--- src/rtl/sensor_responder_pkg.sv ---
// Shared definitions for the sensor responder and the arbiter that talks to it:
// frame constants and the responder FSM encoding.
package sensor_responder_pkg;

  localparam logic [7:0] SR_CHECKSUM_KEY = 8'h37;
  localparam logic [7:0] SR_ALARM_BASE   = 8'hA0;

  // Channel index width; covers up to 15 sensors.
  localparam int IDX_W = 4;

  typedef enum logic [2:0] {
    ST_IDLE     = 3'd0,
    ST_LOAD     = 3'd1,
    ST_SEND_VAL = 3'd2,
    ST_WAIT_VAL = 3'd3,
    ST_SEND_CHK = 3'd4,
    ST_WAIT_CHK = 3'd5
  } state_e;

endpackage

--- src/rtl/sensor_alarm_queue.sv ---
// Alarm edge detector with a pending flag per channel and a lowest-index-first
// priority encoder selecting the next alarm to report.
module sensor_alarm_queue
  import sensor_responder_pkg::*;
#(
  parameter int N_SENSORS = 8
) (
  input  logic                 clk_i,
  input  logic                 rst_i,
  input  logic [N_SENSORS-1:0] alarm_i,
  input  logic                 clr_i,
  input  logic [IDX_W-1:0]     clr_idx_i,
  output logic                 valid_o,
  output logic [IDX_W-1:0]     idx_o
);

  logic [N_SENSORS-1:0] prev_q;
  logic [N_SENSORS-1:0] pending_q;
  logic [N_SENSORS-1:0] pending_d;
  logic [N_SENSORS-1:0] rise;
  logic [N_SENSORS-1:0] clr_mask;
  logic                 armed_q;

  // The first cycle after reset only loads the history, so a level already
  // high at release is not mistaken for an edge. A new edge wins over a clear.
  always_comb begin
    clr_mask = '0;
    for (int i = 0; i < N_SENSORS; i++) begin
      if (clr_i && (clr_idx_i == IDX_W'(i))) clr_mask[i] = 1'b1;
    end
    rise      = armed_q ? (alarm_i & ~prev_q) : '0;
    pending_d = (pending_q & ~clr_mask) | rise;
  end

  always_ff @(posedge clk_i or posedge rst_i) begin
    if (rst_i) begin
      prev_q    <= '0;
      pending_q <= '0;
      armed_q   <= 1'b0;
    end else begin
      prev_q    <= alarm_i;
      pending_q <= pending_d;
      armed_q   <= 1'b1;
    end
  end

  always_comb begin
    valid_o = |pending_q;
    idx_o   = '0;
    for (int i = N_SENSORS - 1; i >= 0; i--) begin
      if (pending_q[i]) idx_o = IDX_W'(i);
    end
  end

endmodule

--- src/rtl/sensor_responder.sv ---
// Answers single-byte sensor requests and pending alarms with a two-byte frame
// (value, value ^ key) handed to an external UART transmitter.
module sensor_responder
  import sensor_responder_pkg::*;
#(
  parameter int         N_SENSORS    = 8,
  parameter logic [7:0] CHECKSUM_KEY = SR_CHECKSUM_KEY,
  parameter logic [7:0] ALARM_BASE   = SR_ALARM_BASE
) (
  input  logic                   clock,
  input  logic                   reset,
  input  logic                   rx_dv,
  input  logic [7:0]             rx_byte,
  input  logic                   tx_done,
  input  logic [8*N_SENSORS-1:0] sensor_data,
  input  logic [N_SENSORS-1:0]   sensor_alarm,
  output logic                   tx_dv,
  output logic [7:0]             tx_byte,
  output logic                   busy,
  output logic [7:0]             drop_cnt
);

  localparam logic [7:0] MAX_ID = 8'(N_SENSORS);

  state_e           state_q, state_d;
  logic [IDX_W-1:0] sel_q, sel_d;
  logic             alarm_frame_q, alarm_frame_d;
  logic [7:0]       tx_byte_q, tx_byte_d;
  logic [7:0]       chk_q, chk_d;
  logic [7:0]       drop_q, drop_d;

  logic             req_ok;
  logic             alarm_vld;
  logic             alarm_clr;
  logic [IDX_W-1:0] alarm_idx;
  logic [7:0]       sensor_val;
  logic [7:0]       frame_val;

  function automatic logic [7:0] sat_inc8(input logic [7:0] x);
    return (x == 8'hFF) ? x : x + 8'd1;
  endfunction

  assign req_ok    = rx_dv && (rx_byte != 8'h00) && (rx_byte <= MAX_ID);
  assign alarm_clr = (state_q == ST_LOAD) && alarm_frame_q;

  sensor_alarm_queue #(
    .N_SENSORS (N_SENSORS)
  ) u_alarm_queue (
    .clk_i     (clock),
    .rst_i     (reset),
    .alarm_i   (sensor_alarm),
    .clr_i     (alarm_clr),
    .clr_idx_i (sel_q),
    .valid_o   (alarm_vld),
    .idx_o     (alarm_idx)
  );

  always_comb begin
    sensor_val = 8'h00;
    for (int i = 0; i < N_SENSORS; i++) begin
      if (sel_q == IDX_W'(i)) sensor_val = sensor_data[8*i +: 8];
    end
    frame_val = alarm_frame_q
              ? (ALARM_BASE | {{(8-IDX_W){1'b0}}, sel_q + IDX_W'(1)})
              : sensor_val;
  end

  always_comb begin
    state_d       = state_q;
    sel_d         = sel_q;
    alarm_frame_d = alarm_frame_q;
    drop_d        = drop_q;
    tx_dv         = 1'b0;
    busy          = (state_q != ST_IDLE);

    unique case (state_q)
      ST_IDLE: begin
        // A valid request beats a pending alarm; the alarm stays queued.
        if (req_ok) begin
          state_d       = ST_LOAD;
          sel_d         = rx_byte[IDX_W-1:0] - IDX_W'(1);
          alarm_frame_d = 1'b0;
        end else begin
          if (rx_dv) drop_d = sat_inc8(drop_q);
          if (alarm_vld) begin
            state_d       = ST_LOAD;
            sel_d         = alarm_idx;
            alarm_frame_d = 1'b1;
          end
        end
      end
      ST_LOAD:     state_d = ST_SEND_VAL;
      ST_SEND_VAL: begin
        tx_dv   = 1'b1;
        state_d = ST_WAIT_VAL;
      end
      ST_WAIT_VAL: if (tx_done) state_d = ST_SEND_CHK;
      ST_SEND_CHK: begin
        tx_dv   = 1'b1;
        state_d = ST_WAIT_CHK;
      end
      ST_WAIT_CHK: if (tx_done) state_d = ST_IDLE;
      default:     state_d = ST_IDLE;
    endcase

    if ((state_q != ST_IDLE) && rx_dv) drop_d = sat_inc8(drop_q);
  end

  // Value and checksum are captured together in LOAD so the frame is immune
  // to sensor changes while it is on the wire.
  always_comb begin
    tx_byte_d = tx_byte_q;
    chk_d     = chk_q;
    if (state_q == ST_LOAD) begin
      tx_byte_d = frame_val;
      chk_d     = frame_val ^ CHECKSUM_KEY;
    end else if ((state_q == ST_WAIT_VAL) && tx_done) begin
      tx_byte_d = chk_q;
    end
  end

  always_ff @(posedge clock or posedge reset) begin
    if (reset) begin
      state_q       <= ST_IDLE;
      sel_q         <= '0;
      alarm_frame_q <= 1'b0;
      tx_byte_q     <= 8'h00;
      drop_q        <= 8'h00;
    end else begin
      state_q       <= state_d;
      sel_q         <= sel_d;
      alarm_frame_q <= alarm_frame_d;
      tx_byte_q     <= tx_byte_d;
      drop_q        <= drop_d;
    end
  end

  always_ff @(posedge clock) begin
    chk_q <= chk_d;
  end

  assign tx_byte  = tx_byte_q;
  assign drop_cnt = drop_q;

endmodule

--- config.mk ---
export PLATFORM = sky130hd
export DESIGN_NAME = sensor_responder
export DESIGN_NICKNAME = d
export VERILOG_FILES = /design/src/rtl/sensor_responder_pkg.sv /design/src/rtl/sensor_alarm_queue.sv /design/src/rtl/sensor_responder.sv
export SDC_FILE = /design/constraint.sdc
export NUM_CORES = 1
export LEC_CHECK = 0
export CAP_MARGIN = 25
export CORE_MARGIN = 5
export CORE_UTILIZATION = 47
export CTS_BUF_LIST = sky130_fd_sc_hd__clkbuf_16
export DETAILED_ROUTE_END_ITERATION = 8
export PLACE_DENSITY = 0.83
export SLEW_MARGIN = 40
export SYNTH_ARGS = -nofsm -noshare
export SYNTH_HDL_FRONTEND = slang
export SYNTH_SLANG_ARGS = --single-unit
--- constraint.sdc ---
create_clock -name clock -period 2.45 [get_ports clock]
set_input_delay 0.245 -clock clock [delete_from_list [all_inputs] [get_ports clock]]
set_output_delay 0.245 -clock clock [all_outputs]
set_load 0.02 [all_outputs]
==> flow_summary.ini, run 1 <==
[timing]
tightest_slew_ns = 0.657
period_minus_slack_ns = 2.17
fin_crit_sh_pct = 88.5
final.setup.tns_ns = 0
hold_viol = 0
finalClockSkew_ns = 0.00688
slew_headroom_pct = 56.2
rsz0062_at_grt = false
setup_violations = 0
slew_violations = 0
fmax_ghz = 0.461

[routing]
firstDrtPassIters = 4
vias = 2946
ant_nets = 0
drc_errors = 0
drt_iter0_drc = 232
routedWlPerCell_um = 17.6
viasPerCell = 5.94
drt-total-wl_mm = 8.75

[critical_path]
crit_path_start_kind = flop
r2r-start = sel_q[0]
critPathLaunch = sel_q[0]
path_cells = inv_1 > ha_1 > buf_4 > nor3_2 > a221oi_1 > o21ai_1 > a21o_1
arrival_ns = 2.34
cpLargestDelayFamily = compound AO/OA/AOI/OAI gates
critPathKind = flop to flop
worst-path-max-fanout = 13
critical_path_required_ns = 2.63
r2r_cells = 7
max_stage_delay_ns = 0.44
critPathBufInv = 2
cp-end-kind = flop
reg2reg_slack_ns = 0.28
reg2reg_to = tx_byte[7]
critical_path.slowest_cell = ha_1

[layout]
drive_gt1_share_pct = 8.83
stdcell_count = 496
fin_nets = 509
mostFrequentLayoutCell = clkdlybuf4s50_1
n_antenna_cell = 0
final_cell_mix = 101 x clkdlybuf4s50_1, 41 x dfrtp_1, 28 x nand2_1, 26 x a21oi_1, 19 x inv_1
utilization_pct = 67.6
syn_to_final_growth_pct = 39.1
fin_area_um2 = 4320

[min_path]
hp-class = input pin to async pin

[cts]
hold_buffers = 0
worstSkewPairLatency_ns = 0.29
htreeDepth = 2
cts_tree = yes
clkTransAtPathRegs_ns = 0.06
numCtsBuffers = 5
cts_resized = 0
root_buffer = clkbuf_16
clock-sinks = 49
post-cts-setup-buffer-count = 0
clock_path_buffers = 2

[place]
dp.cells = 488
placed_cell_area_um2 = 4180
io_buffers = 101
hpwl_mm = 6.81
place_congestion = 0.904

[synth]
synth.distinct_cells = 68
ys_ff_latch = 49
synth-main-ff-cell = dfrtp_1
synth_area_leaders = dfrtp_1 33%, edfxtp_1 7.7%, a21oi_1 4.2%
synth_area_leader_cell = dfrtp_1
syn_nets = 411
ys_async_sr_fraction_pct = 83.7
synth_edf_count = 8
ys_warn_count = 0
avgSynthCellArea_um2 = 9.70
synth_cells = 320
syn_area_um2 = 3100
yosysSeqAreaShare_pct = 40.8
yosysTopAreaCellShare_pct = 33.1

[global_route]
grt_max_degree = 42
grt_pass1_vias = 2843
grt_first_pass_wirelength_mm = 14.0
grt_use_total_pct = 20.9
grt_overflow_total = 0
antenna_found_initial = 0

[run_status]
status = finished, final reports clean

[floorplan]
dieArea_um2 = 8330
dieWidth_um = 91.3
die_y_um = 91.3
initial_core_util_pct = 48.6
core_area_um2 = 6390
rows = 29
ios = 102

[power_and_ir_drop]
ir_drop_mv = 0.732
swShare_pct = 40.0
p_leak_nw = 1.68
power_density_nw_per_um2 = 936
switchingPower_w = 0.00162
internal_power_w = 0.00242
clkPwrFrac_pct = 16.1
p_seq_share_pct = 32.9
comb_power_share_pct = 50.9

[run]
drv_cap = 0
[metal layers]
| metal | wire [µm] | vias up | track usage, % |
|---|---|---|---|
| met3 | 619 | 11 | 5.21 |
| met4 | 139 | 0 | 6.11 |
| met5 | 0 | - | 0 |
| met1 | 3520 | 1432 | 25.4 |
| met2 | 4480 | 113 | 36.5 |
| li1 | - | 1390 | - |
[kinds of logic (layout without fill, tap and decap cells)]
family	after synthesis	count (layout)	share of synthesized area (%)
AOI/OAI and AO/OA	109	109	25.5
and+or+nand+nor	99	99	19.1
DFF	49	49	40.8
buffers and inverters	34	133	4.68
xor gates and xnor gates	11	11	3.35
muxes	10	10	3.63
adders and majority gates	7	7	2.82
other	1	1	0.121
[how the worst max path moves through the flow]
stage | endpoint | slack (ns) | cells past startpoint
2_1_floorplan | chk_q[4] | 0.60 | 7
3_3_place_gp | alarm_frame_q | 0.18 | 8
3_5_place_dp | alarm_frame_q | 0.10 | 8
4_1_cts | chk_q[4] | 0.31 | 6
5_1_grt | tx_byte[0] | 0.12 | 5
6_report | tx_byte[7] | 0.28 | 7
[registers in the layout, summed over array words and instances (netlist names)]
signal / count
u_alarm_queue.armed_q: 1
chk_q: 8
drop_cnt: 8
u_alarm_queue.pending_q: 8
sel_q: 4
state_q: 3
u_alarm_queue.prev_q: 8
tx_byte: 8
alarm_frame_q: 1
[power groups by stage]
stage	sequential [W]	combinational [W]	clock, W
final	0.00133	0.00206	0.000652
after CTS	0.00133	0.00205	0.000665
after global routing	0.00137	0.00223	0.000699
after global placement	0.00132	0.00200	0
after detailed placement	0.00134	0.00204	0
after floorplan	0.00141	0.00119	0
[area by class of cell]
cell class	count	area, µm²
Fill cell	508	2070
Timing Repair Buffer	107	1060
Clock buffer	5	125
Sequential cell	49	1270
Tap cell	77	96.3
Multi-Input combinational cell	237	1690
Clock inverter	3	15.0
Inverter	18	67.6
[synthesized netlist by cell type, types with 3 or more instances]
| cell type | instances |
|---|---|
| a211oi_1 | 5 |
| a21o_1 | 3 |
| a21oi_1 | 26 |
| a221o_1 | 4 |
| a221oi_1 | 3 |
| a22o_1 | 4 |
| a22oi_1 | 7 |
| a31oi_1 | 3 |
| a32o_1 | 6 |
| and3_1 | 5 |
| buf_2 | 8 |
| clkbuf_1 | 5 |
| dfrtp_1 | 41 |
| edfxtp_1 | 8 |
| ha_1 | 7 |
| inv_1 | 17 |
| mux2_2 | 5 |
| mux2i_1 | 3 |
| nand2_1 | 28 |
| nand2b_1 | 9 |
| nand3_1 | 3 |
| nand3b_1 | 4 |
| nand4_1 | 7 |
| nor2_1 | 16 |
| nor2b_1 | 8 |
| o21ai_0 | 17 |
| o21ai_1 | 4 |
| o221ai_1 | 4 |
| o22ai_1 | 3 |
| o2bb2ai_1 | 4 |
| xnor2_1 | 7 |
| xor2_1 | 3 |
[metrics by stage]
step                      hold slack [ns]  power [W]  setup slack, ns
after floorplan                     0.276    0.00260            0.604
after global placement              0.397    0.00332            0.179
after detailed placement            0.406    0.00338            0.103
after CTS                           0.412    0.00405            0.306
after global routing                0.425    0.00430            0.120
final                               0.389    0.00404            0.283
[worst min-delay path: cells and delay by family]
| kind | cells | cell delay [ns] |
|---|---|---|
| buffers and inverters | 3 | 0.88 |
Note: power is estimated with default switching activity, not from simulation.
==> inputs of run 2 (changes only) <==
Settings changed: PLACE_DENSITY 0.83 to 0.93.
==> flow_summary.ini, run 2 (synthesis gave the netlist of run 1 again) <==
[floorplan]
dieWidth_um = 91.3
core_area_um2 = 6390
die_y_um = 91.3
ios = 102
dieArea_um2 = 8330
initial_core_util_pct = 48.6
rows = 29

[global_route]
grt_use_total_pct = 22.3
grt_max_degree = 42
grt_pass1_vias = 3165
grt_first_pass_wirelength_mm = 15.2
grt_overflow_total = 0
antenna_found_initial = 0

[timing]
rsz0062_at_grt = false
fin_ws_ns = 0.205
final.setup.tns_ns = 0
setup_violations = 0
period_minus_slack_ns = 2.24
finalClockSkew_ns = 0.00591
tightest_slew_ns = 0.653
fin_crit_sh_pct = 91.6
slew_headroom_pct = 56.5
slew_violations = 0
holdWs_ns = 0.383
fmax_ghz = 0.445
hold_viol = 0

[power_and_ir_drop]
p_seq_share_pct = 32.4
internal_power_w = 0.00244
swShare_pct = 40.9
comb_power_share_pct = 50.4
switchingPower_w = 0.00169
total_power_w = 0.00413
power_density_nw_per_um2 = 953
p_leak_nw = 1.68
ir_drop_mv = 0.730
clkPwrFrac_pct = 17.1

[critical_path]
cp-end-kind = flop
critPathBufInv = 1
cpLargestDelayFamily = compound AO/OA/AOI/OAI gates
arrival_ns = 2.41
worst-path-max-fanout = 13
max_stage_delay_ns = 0.43
crit_top_cell = a221oi_2
path_cells = inv_1 > ha_1 > and4bb_2 > a221oi_2 > a21oi_1 > a221oi_2 > o31ai_1
critPathKind = flop to flop
critical_path.slowest_cell = dfrtp_1
crit_path_start_kind = flop
critical_path_required_ns = 2.61

[routing]
viasPerCell = 6.06
vias = 3008
drt-total-wl_mm = 9.38
routedWlPerCell_um = 18.9
drt_iter0_drc = 240
ant_nets = 0
drc_errors = 0
firstDrtPassIters = 4

[run_status]
status = finished, final reports clean

[layout]
mostFrequentLayoutCell = clkdlybuf4s50_1
fillCellCount = 481
n_antenna_cell = 0
seqCellArea_um2 = 1270
stdcell_count = 496
multiInputGateArea_um2 = 1690
syn_to_final_growth_pct = 39.5
fin_nets = 509
drive_gt1_share_pct = 9.31
final_cell_mix = 101 x clkdlybuf4s50_1, 41 x dfrtp_1, 28 x nand2_1, 26 x a21oi_1

[cts]
cts_tree = yes
clock-sinks = 49
clock_path_buffers = 2
clkTransAtPathRegs_ns = 0.07
cts_resized = 0
worstSkewPairLatency_ns = 0.29
post-cts-setup-buffer-count = 0
htreeDepth = 2
numCtsBuffers = 5
root_buffer = clkbuf_16
hold_buffers = 0

[place]
io_buffers = 101
dp.cells = 488
hpwl_mm = 7.12
place_congestion = 0.876
place_ws_ns = 0.0759

[run]
drv_cap = 0

[min_path]
hp-class = input pin to async pin
-- run 2: power groups by stage --
stage                     Combinational, W  Clock, W  Sequential (W)
after global placement             0.00196         0         0.00133
after global routing               0.00226  0.000740         0.00137
after detailed placement           0.00204         0         0.00134
after floorplan                    0.00119         0         0.00141
after CTS                          0.00207  0.000704         0.00133
final                              0.00208  0.000706         0.00134
-- run 2: final timing paths --
check	startpoint	endpoint	slack (ns)	depth (start not counted)
worst max-delay path	sel_q[0]	tx_byte[3]	0.21	7
worst min-delay path	reset	u_alarm_queue.pending_q[6]	0.38	3
worst max register to register	sel_q[0]	tx_byte[3]	0.21	7
worst min register to register	u_alarm_queue.prev_q[6]	u_alarm_queue.pending_q[6]	0.42	1
max in group asynchronous	reset	tx_byte[1]	1.72	3
min in group clock	sensor_alarm[2]	u_alarm_queue.prev_q[2]	0.42	1
-- run 2: area by class of cell --
| class | count | area share, % |
|---|---|---|
| Clock buffer | 5 | 2.89 |
| Inverter | 18 | 1.56 |
| Multi-Input combinational cell | 237 | 39.1 |
| Tap cell | 77 | 2.23 |
| Clock inverter | 3 | 0.578 |
| Timing Repair Buffer | 107 | 24.4 |
| Sequential cell | 49 | 29.2 |
-- run 2: per-layer routing --
metal / part of all wire (%) / track usage [%]
met1: 38 / 25.9
met4: 3.2 / 9.78
met5: 0 / 0
met2: 52 / 38.9
met3: 7.5 / 5.29
-- run 2: per-stage QoR --
stage	util (%)	cell area (µm²)
after floorplan	-	3100
after global placement	65.4	4180
after detailed placement	65.4	4180
after CTS	67.8	4330
after global routing	67.8	4330
final	67.8	4330
-- run 2: worst register-to-register path, stage by stage (launching register included) --
cell      delay [ns]
dfrtp_1         0.43
inv_1           0.12
ha_1            0.37
and4bb_2        0.37
a221oi_2        0.25
a21oi_1         0.11
a221oi_2        0.35
o31ai_1         0.12
